==> src/rtl/alg_amba_vip_base_delayline_ctrl.sv <==
// alg_amba_vip_base_delayline_ctrl
//
// Control-side initiator for one AMBA VIP delay-line channel. Opens a
// window of nb_req beats with a delay of len_value, waits for the channel
// to report full, waits for it to report drained, then reloads. Bypass
// mode holds the channel transparent for as long as enable stays high.
//
// Optional feature macro: ALG_AMBA_VIP_DELAYLINE_CTRL_RAND_EN
//   defined   : random-delay mode (mode 1) and its 16-bit LFSR are built
//   undefined : no LFSR; mode 1 uses cfg_delay exactly like mode 0
//
// Ports
//   clk            clock
//   rst            synchronous active-high reset
//   enable         run windows while high; a running window always completes
//   mode[1:0]      0 fixed, 1 random, 2 bypass, 3 treated as fixed
//   cfg_delay      fixed delay value
//   cfg_delay_max  upper bound for the random delay
//   cfg_burst      beats per window (0 encodes 2^FIFO_LOG2)
//   bypass         to channel, high while in bypass
//   nb_req         to channel, beats for the current window
//   len_valid      to channel, one-cycle load strobe
//   len_value      to channel, delay for the current window
//   full_req       from channel, fill complete pulse
//   need_len       from channel, drained / wants a new length pulse
//   empty_req      from channel, drained pulse
//   busy           controller not idle
//   windows_done   completed window count, wraps
//   proto_err      sticky protocol violation flag
//
// state | meaning
// ------+---------------------------------------------------------------
// IDLE  | waiting for enable; mode and cfg_* are captured on exit
// LOAD  | one cycle; the registered outputs present the new window
// FILL  | waiting for full_req from the channel
// DRAIN | waiting for empty_req or need_len to close the window
// BYP   | channel bypassed until enable drops

module alg_amba_vip_base_delayline_ctrl #(
    parameter int          FIFO_LOG2  = 6,
    parameter int          SHIFT_LOG2 = 6,
    parameter logic [15:0] LFSR_SEED  = 16'hACE1
) (
    input  logic                 clk,
    input  logic                 rst,
    input  logic                 enable,
    input  logic [1:0]           mode,
    input  logic [15:0]          cfg_delay,
    input  logic [15:0]          cfg_delay_max,
    input  logic [FIFO_LOG2-1:0] cfg_burst,
    output logic                 bypass,
    output logic [FIFO_LOG2-1:0] nb_req,
    output logic                 len_valid,
    output logic [15:0]          len_value,
    input  logic                 full_req,
    input  logic                 need_len,
    input  logic                 empty_req,
    output logic                 busy,
    output logic [15:0]          windows_done,
    output logic                 proto_err
);

    typedef enum logic [2:0] {
        S_IDLE  = 3'd0,
        S_LOAD  = 3'd1,
        S_FILL  = 3'd2,
        S_DRAIN = 3'd3,
        S_BYP   = 3'd4
    } state_t;

    localparam logic [15:0] DLY_MAX = 16'((32'd1 << SHIFT_LOG2) - 32'd1);

    state_t               state;
    state_t               state_nxt;
    logic                 drain_pulse;
    logic                 exit_idle;
    logic [15:0]          cfg_delay_q;
    logic [FIFO_LOG2-1:0] burst_q;
    logic [15:0]          dly_fixed;
    logic [15:0]          dly_sel;

    // output-process results, registered below
    logic                 bypass_d;
    logic                 busy_d;
    logic                 len_valid_d;
    logic                 load_now;
    logic                 window_end;
    logic                 err_set;

    assign drain_pulse = need_len | empty_req;
    assign exit_idle   = (state == S_IDLE) && (state_nxt != S_IDLE);

    // ---------------- state register ----------------
    always_ff @(posedge clk) begin
        if (rst) begin
            state <= S_IDLE;
        end else begin
            state <= state_nxt;
        end
    end

    // ---------------- next-state logic ----------------
    always_comb begin
        state_nxt = state;
        case (state)
            S_IDLE: begin
                if (enable) begin
                    state_nxt = (mode == 2'd2) ? S_BYP : S_LOAD;
                end
            end
            S_LOAD: begin
                state_nxt = S_FILL;
            end
            S_FILL: begin
                // a drain pulse here, with or without full_req, closes the window
                if (drain_pulse) begin
                    state_nxt = enable ? S_LOAD : S_IDLE;
                end else if (full_req) begin
                    state_nxt = S_DRAIN;
                end
            end
            S_DRAIN: begin
                if (drain_pulse) begin
                    state_nxt = enable ? S_LOAD : S_IDLE;
                end
            end
            S_BYP: begin
                if (!enable) begin
                    state_nxt = S_IDLE;
                end
            end
            default: begin
                state_nxt = S_IDLE;
            end
        endcase
    end

    // ---------------- output logic ----------------
    always_comb begin
        bypass_d    = 1'b0;
        busy_d      = 1'b0;
        len_valid_d = 1'b0;
        load_now    = 1'b0;
        window_end  = 1'b0;
        err_set     = 1'b0;
        // bypass and busy follow the next state so they change together
        // with the state register rather than a cycle later
        bypass_d = (state_nxt == S_BYP);
        busy_d   = (state_nxt != S_IDLE);
        case (state)
            S_LOAD: begin
                len_valid_d = 1'b1;
                load_now    = 1'b1;
            end
            S_FILL: begin
                window_end = drain_pulse;
                err_set    = drain_pulse && !full_req;
            end
            S_DRAIN: begin
                window_end = drain_pulse;
                err_set    = full_req;
            end
            default: begin
                len_valid_d = 1'b0;
            end
        endcase
    end

    // ---------------- configuration capture ----------------
    always_ff @(posedge clk) begin
        if (rst) begin
            cfg_delay_q <= '0;
            burst_q     <= '0;
        end else begin
            if (exit_idle) begin
                cfg_delay_q <= cfg_delay;
            end
            if (exit_idle || (state_nxt == S_LOAD)) begin
                burst_q <= cfg_burst;
            end
        end
    end

    assign dly_fixed = (cfg_delay_q > DLY_MAX) ? DLY_MAX : cfg_delay_q;

`ifdef ALG_AMBA_VIP_DELAYLINE_CTRL_RAND_EN
    localparam logic [15:0] SEED_EFF = (LFSR_SEED == 16'h0000) ? 16'h0001 : LFSR_SEED;

    logic [1:0]  mode_q;
    logic [15:0] cfg_delay_max_q;
    logic [15:0] lfsr;
    logic [15:0] lfsr_masked;
    logic [15:0] dly_rand;
    logic        rand_mode;

    always_ff @(posedge clk) begin
        if (rst) begin
            mode_q          <= '0;
            cfg_delay_max_q <= '0;
        end else if (exit_idle) begin
            mode_q          <= mode;
            cfg_delay_max_q <= cfg_delay_max;
        end
    end

    assign rand_mode = (mode_q == 2'd1);

    // Fibonacci, taps 16,14,13,11; steps once per random-mode LOAD
    always_ff @(posedge clk) begin
        if (rst) begin
            lfsr <= SEED_EFF;
        end else if (load_now && rand_mode) begin
            lfsr <= {lfsr[14:0], lfsr[15] ^ lfsr[13] ^ lfsr[12] ^ lfsr[10]};
        end
    end

    // masked value never exceeds DLY_MAX, so the min also stays in range
    assign lfsr_masked = lfsr & DLY_MAX;
    assign dly_rand    = (lfsr_masked > cfg_delay_max_q) ? cfg_delay_max_q : lfsr_masked;
    assign dly_sel     = rand_mode ? dly_rand : dly_fixed;
`else
    logic unused_rand_cfg;

    assign unused_rand_cfg = ^{cfg_delay_max, LFSR_SEED};
    assign dly_sel         = dly_fixed;
`endif

    // ---------------- registered outputs ----------------
    always_ff @(posedge clk) begin
        if (rst) begin
            bypass       <= 1'b0;
            busy         <= 1'b0;
            len_valid    <= 1'b0;
            nb_req       <= '0;
            len_value    <= '0;
            windows_done <= '0;
            proto_err    <= 1'b0;
        end else begin
            bypass    <= bypass_d;
            busy      <= busy_d;
            len_valid <= len_valid_d;
            if (load_now) begin
                nb_req    <= burst_q;
                len_value <= dly_sel;
            end
            if (window_end) begin
                windows_done <= windows_done + 16'd1;
            end
            if (err_set) begin
                proto_err <= 1'b1;
            end
        end
    end

endmodule

==> config.mk <==
export PLATFORM = sky130hd
export DESIGN_NAME = alg_amba_vip_base_delayline_ctrl
export DESIGN_NICKNAME = d
export VERILOG_FILES = /design/src/rtl/alg_amba_vip_base_delayline_ctrl.sv
export SDC_FILE = /design/constraint.sdc
export NUM_CORES = 1
export LEC_CHECK = 0
export ABC_CLOCK_PERIOD_IN_PS = 1800
export CORE_ASPECT_RATIO = 1.2
export CORE_UTILIZATION = 40
export CTS_CLUSTER_SIZE = 16
export DETAILED_ROUTE_END_ITERATION = 12
export PLACE_DENSITY = 0.75
export SETUP_SLACK_MARGIN = 0.5
export SLEW_MARGIN = 20
export SYNTH_ARGS = -nofsm -noshare
export SYNTH_HDL_FRONTEND = slang
export SYNTH_SLANG_ARGS = --single-unit
==> constraint.sdc <==
create_clock -name clk -period 1.8 [get_ports clk]
set_input_delay 0.27 -clock clk [delete_from_list [all_inputs] [get_ports clk]]
set_output_delay 0.27 -clock clk [all_outputs]
set_load 0.01 [all_outputs]
* Word level (Yosys, flattened, before mapping)
Cells that the tools add are included.
** Word-level totals
- Output and inout port bits :: 42
- Bits in registers :: 67
** Operators by class
- Magnitude comparators :: 1
- $add $sub $neg :: 1
- Reduce and logical (&&, ||, !) cells :: 7
- Bitwise gates (word level) :: 1
- Muxes and demuxes :: 12
- Eq/ne operators :: 7
** Operator list (count)
- 3-bit 2-to-1 mux :: 6
- 16-bit by 1-bit adder with 16-bit output, second input constant :: 1
- 16-bit by 6-bit greater-than comparator with 1-bit output, second input constant :: 1
- 16-bit 2-to-1 mux :: 1
- 3-bit one-hot mux with 5 select lines :: 1
- 3-bit by 1-bit == test with 1-bit output, second input constant :: 2
- 3-bit by 2-bit == test with 1-bit output, second input constant :: 2
- 3-bit == test, second input constant :: 2
- 3-bit zero test :: 1
- 1-bit 2-to-1 mux :: 3
- 3-bit nonzero test :: 1
- 2-bit == test, second input constant :: 1
- 1-bit logical AND :: 2
- 1-bit one-hot mux with 2 select lines :: 1
- 2-bit OR reduction :: 1
- 1-bit zero test :: 1
- 1-bit logical OR :: 1
- 1-bit OR :: 1

* Logic depth before layout (Yosys ltp)
- Depth after elaboration :: 7
- Gate-level depth with buffers :: 7
- Mapped depth without buffers :: 5

* Worst setup path after synthesis
No wires, ideal clock.
- Path kind :: register to register
- From :: register state[1]
- To :: register windows_done[13]
- Period minus slack after synthesis :: 1.812 ns
- Slack :: -0.012 ns
- Data arrival time :: 1.741 ns
- Cell stages (with the launch flop) :: 8
- Data required time :: 1.729 ns
- Path through :: dfxtp_1 > buf_4 > nand2b_1 > buf_6 > or3_4 > buf_6 > or4_1 > a21oi_1
** On the way
- Word-level cells in the longest chain between the ends :: 3
- Elaborated cells between the ends (all ways) :: 4
- Those cells by class :: eq/ne: 2; mux: 1; reduce/logical: 1
** RTL lines
- from (decl) :: line 73 : state_t state;
- from (signal assigned) :: line 98 : state <= state_nxt;
- 3-bit by 2-bit == test with 1-bit output :: line 150 : case (state)
- 2-bit OR reduction (no source line) *
- 1-bit 2-to-1 mux * :: line 150
- to (signal assigned) :: line 247 : windows_done <= windows_done + 16'd1;
- to (decl) :: line 59 : output logic [15:0] windows_done,
Mark *: on every way between the ends. The rest lies on a longest branch, timed or not.
A chain may end at the register's enable or synchronous reset.

* Worst setup path in the final report
- From :: register windows_done[6]
- To :: register windows_done[15]
** On the way
- Word-level cells in the longest chain between the ends :: 1
** RTL lines (line)
- 16-bit by 1-bit adder with 16-bit output :: 247
No other way between the ends.

==> implementation parameters <==
Parameter                              Value

Status
  Outcome    finished clean

Global route
  Number of global-route vias before repair    2290
  Remaining global-route overflow    0
  Pin count of the biggest net entering global routing    26
  Global Route Usage Sum    roughly a fifth
  Initial antenna violation count    0
  First-pass GRT wire length    approximately 10 mm

Routing
  First-iteration detailed-routing DRC count    between 100 and 150
  Vias per std cell    around 5.3
  Antenna-violating nets left    0
  Highest routed layer    met4
  Routed length on met2    around 4 mm
  Wirelength per Cell    roughly 16 µm
  Number of remaining DRC errors    0
  Number of optimization iterations in the first detailed-route pass    4
  Total routed wirelength    7.73 mm
  Total via count in the routed design    between 2000 and 3000
  Met3 WL    425 µm
  M1 WL    between 2 and 3 mm

Synthesis
  Top-count cell post-synth    dfxtp_1
  Ranking of synthesized cells by area    dfxtp_1 53%, a21oi_1 8.1%, nand2_1 7.9%
  Gate count of the mapped netlist    298
  Number of synthesized register bits    67
  Synth area leader    dfxtp_1
  Most common flop cell mapped by yosys    dfxtp_1
  Fraction of registers with async set or reset after synthesis    0%
  Summed instance area of the synthesized netlist    2520 µm²
  Syn_nets    about 350
  Area share of the leading cell type in the synthesized netlist    about 53%
  Register area share after synthesis    a little over half
  Unique cell type count in the Yosys netlist    35
  Number of enable flip-flop cells after synthesis    0
  Warnings, synthesis    0
  Avg Synthesized Cell Area    8.46 µm²
  Post-synth top cells    67 x dfxtp_1, 53 x nand2_1, 41 x a21oi_1, 29 x nor2_1, 13 x o21ai_0

Critical path
  CP max-delay cell    dfxtp_2
  Required time of the critical path    2.03 ns
  CP Capture Type    register
  Top cell family by delay on the critical path    simple AND/OR/NAND/NOR gates
  Buf/Inv on CP    2
  Arrival time worst endpoint    1.88 ns
  Cell repeated most along the worst path    buf_4
  Biggest fanout along the worst timing path    5
  Largest stage delay on the critical path    roughly 0.35 ns
  Critical path start-end classification    reg2reg
  Cells traversed along the worst timing path    and4_4 > nand4_1 > buf_4 > buf_4 > o31ai_1 > a21oi_1
  CP Launch Type    register

Final layout
  Utilization of the core after routing    a little over two thirds
  Number of nets in the finished design    between 400 and 500
  Non-filler instance count after layout    approximately 500
  Layout fillers    440
  Ant. Diodes    0
  Synth-to-Final Area Change    68.8%
  Share of layout cells above drive strength 1    between 30% and 40%

Place
  Total half-perimeter wirelength after legalization and detailed placement    a little over 4 mm
  Placer Congestion    between 0.7 and 0.8
  Placed Instances    448
  Port bufs    71

STA
  Worst slew pin tran    about 0.40 ns
  RSZ-0062 raised after global routing    true
  Clock period minus final worst setup slack    between 1.5 and 2 ns
  Max-slew violation count    0
  Final Setup Violations    0
  Max transition margin    73.5%
  Ratio of final minimum period to clock period    between 90% and 100%
  Maximum clock rate    about 600 MHz
  Clock Skew    about 0.013 ns
  Final hold viol count    0

Job
  Count of max-cap constraint violations    0

Die
  Core ar.    slightly above 6000 µm²
  Height of the chip    approximately 90 µm
  Total number of placement rows    31
  Horizontal die dimension    74.5 µm
  Total die area    around 6600 µm²
  Effective utilization at floorplan    41.7%
  Top-level port count    between 80 and 90

Power and ir drop
  Power density cells    slightly below 800 nW/µm²
  Peak ir drop on the vdd network    ~0.65 mV
  Leakage    approximately 0.0018 µW

Clock tree
  Number of sinks driven by the clock tree    67
  CTS hold repair buffers    0
  H-tree Lvls    3
  Clock input transition at the sequential cells of the worst setup and hold paths    roughly 0.08 ns
  Total clock buffers created by CTS    9
  TritonCTS clock tree    done
  Worst-case clock buffer depth    2
  Clock tree root driver cell    clkbuf_8
  Clock Latency Late Sink    ~0.35 ns

Worst hold path
  Type of the worst min-delay path    in2reg
[worst register-to-register path: cells and delay by family (launching register included)]
kind / cells / cell delay [ns]
simple gates: 2 / 0.49
flops: 1 / 0.35
compound gates: 2 / 0.35
buf+inv: 2 / 0.34
[cell type report]
cell class,instances,area [µm²],area share (%)
Inverter,3,11.3,0.264
Multi-Input combinational cell,213,1520,35.8
Clock buffer,10,128,3.00
Clock inverter,6,65.1,1.53
Sequential cell,67,1380,32.3
Tap cell,82,103,2.41
Timing Repair Buffer,114,1050,24.7
[registers in the layout, summed over array words and instances, names as in the netlist]
register,flops
state,3
nb_req,6
proto_err,1
windows_done,16
burst_q,6
len_valid,1
len_value,16
bypass,1
cfg_delay_q,16
busy,1
[cells by family (layout without fill, tap and decap cells)]
kind of cell | Yosys count | in the layout | share of synthesized area [%]
adder cells (fa/ha/maj) | 1 | 1 | 0.496
buffers and inverters | 19 | 133 | 3.62
XOR/XNOR | 7 | 7 | 2.43
flip-flops | 67 | 67 | 53.2
multiplexers | 1 | 1 | 0.397
AO/OA/AOI/OAI | 62 | 62 | 13.1
AND/OR/NAND/NOR | 141 | 142 | 26.8
[power breakdown]
group	internal (µW)	switching (µW)	total, µW
Sequential	1540	53.3	1590
Clock	642	606	1250
Combinational	244	245	489
[final timing paths]
path | startpoint | endpoint | slack (ns) | cells after the start
max | windows_done[6] | windows_done[15] | 0.16 | 6
max reg2reg | windows_done[6] | windows_done[15] | 0.16 | 6
min reg2reg | nb_req[0] | nb_req[0] | 0.46 | 2
min | rst | cfg_delay_q[3] | 0.33 | 2
[metrics by stage]
| stage | area [µm²] | hold slack [ns] | power [µW] | setup TNS, ns | worst slack, ns |
|---|---|---|---|---|---|
| 2_1_floorplan | 2560 | 0.406 | 1780 | 0 | 0.189 |
| 3_3_place_gp | 3400 | 0.440 | 1940 | -0.600 | -0.100 |
| 3_5_place_dp | 3400 | 0.444 | 1950 | -1.21 | -0.140 |
| 4_1_cts | 3810 | 0.323 | 3190 | 0 | 0.241 |
| 5_1_grt | 4260 | 0.342 | 3450 | 0 | 0.0945 |
| 6_report | 4260 | 0.329 | 3330 | 0 | 0.155 |
[layout by cell type, fill, tap and decap left out, drive strengths merged, types with 2 or more instances in the layout]
cell type,count
dfxtp,67
nand2,53
buf,47
a21oi,41
dlygate4sd2,33
nor2,29
clkdlybuf4s50,26
clkbuf,13
o21ai,13
and2,11
nand3,10
nor3,8
or3,8
nor4,7
xnor2,6
nand4,4
inv,4
o31ai,4
or4,4
clkdlybuf4s15,3
nand2b,3
clkinv,3
dlymetal6s2s,2
[layer usage]
metal	vias to the layer above	GRT usage, %
met2	91	31.7
met3	20	7.67
met4	0	11.3
met1	1248	24.9
li1	1248	-
met5	-	0
[what timing repair did]
item | in CTS | in global routing
buffers inserted | 18 | 11
pin swaps | 21 | 50
resized for setup | 80 | 124
setup endpoints to repair | 86 | 74
endpoints found under the hold margin | 0 | 0
cloned | 2 | 0
No activity file was read; power rests on OpenSTA's default activity.
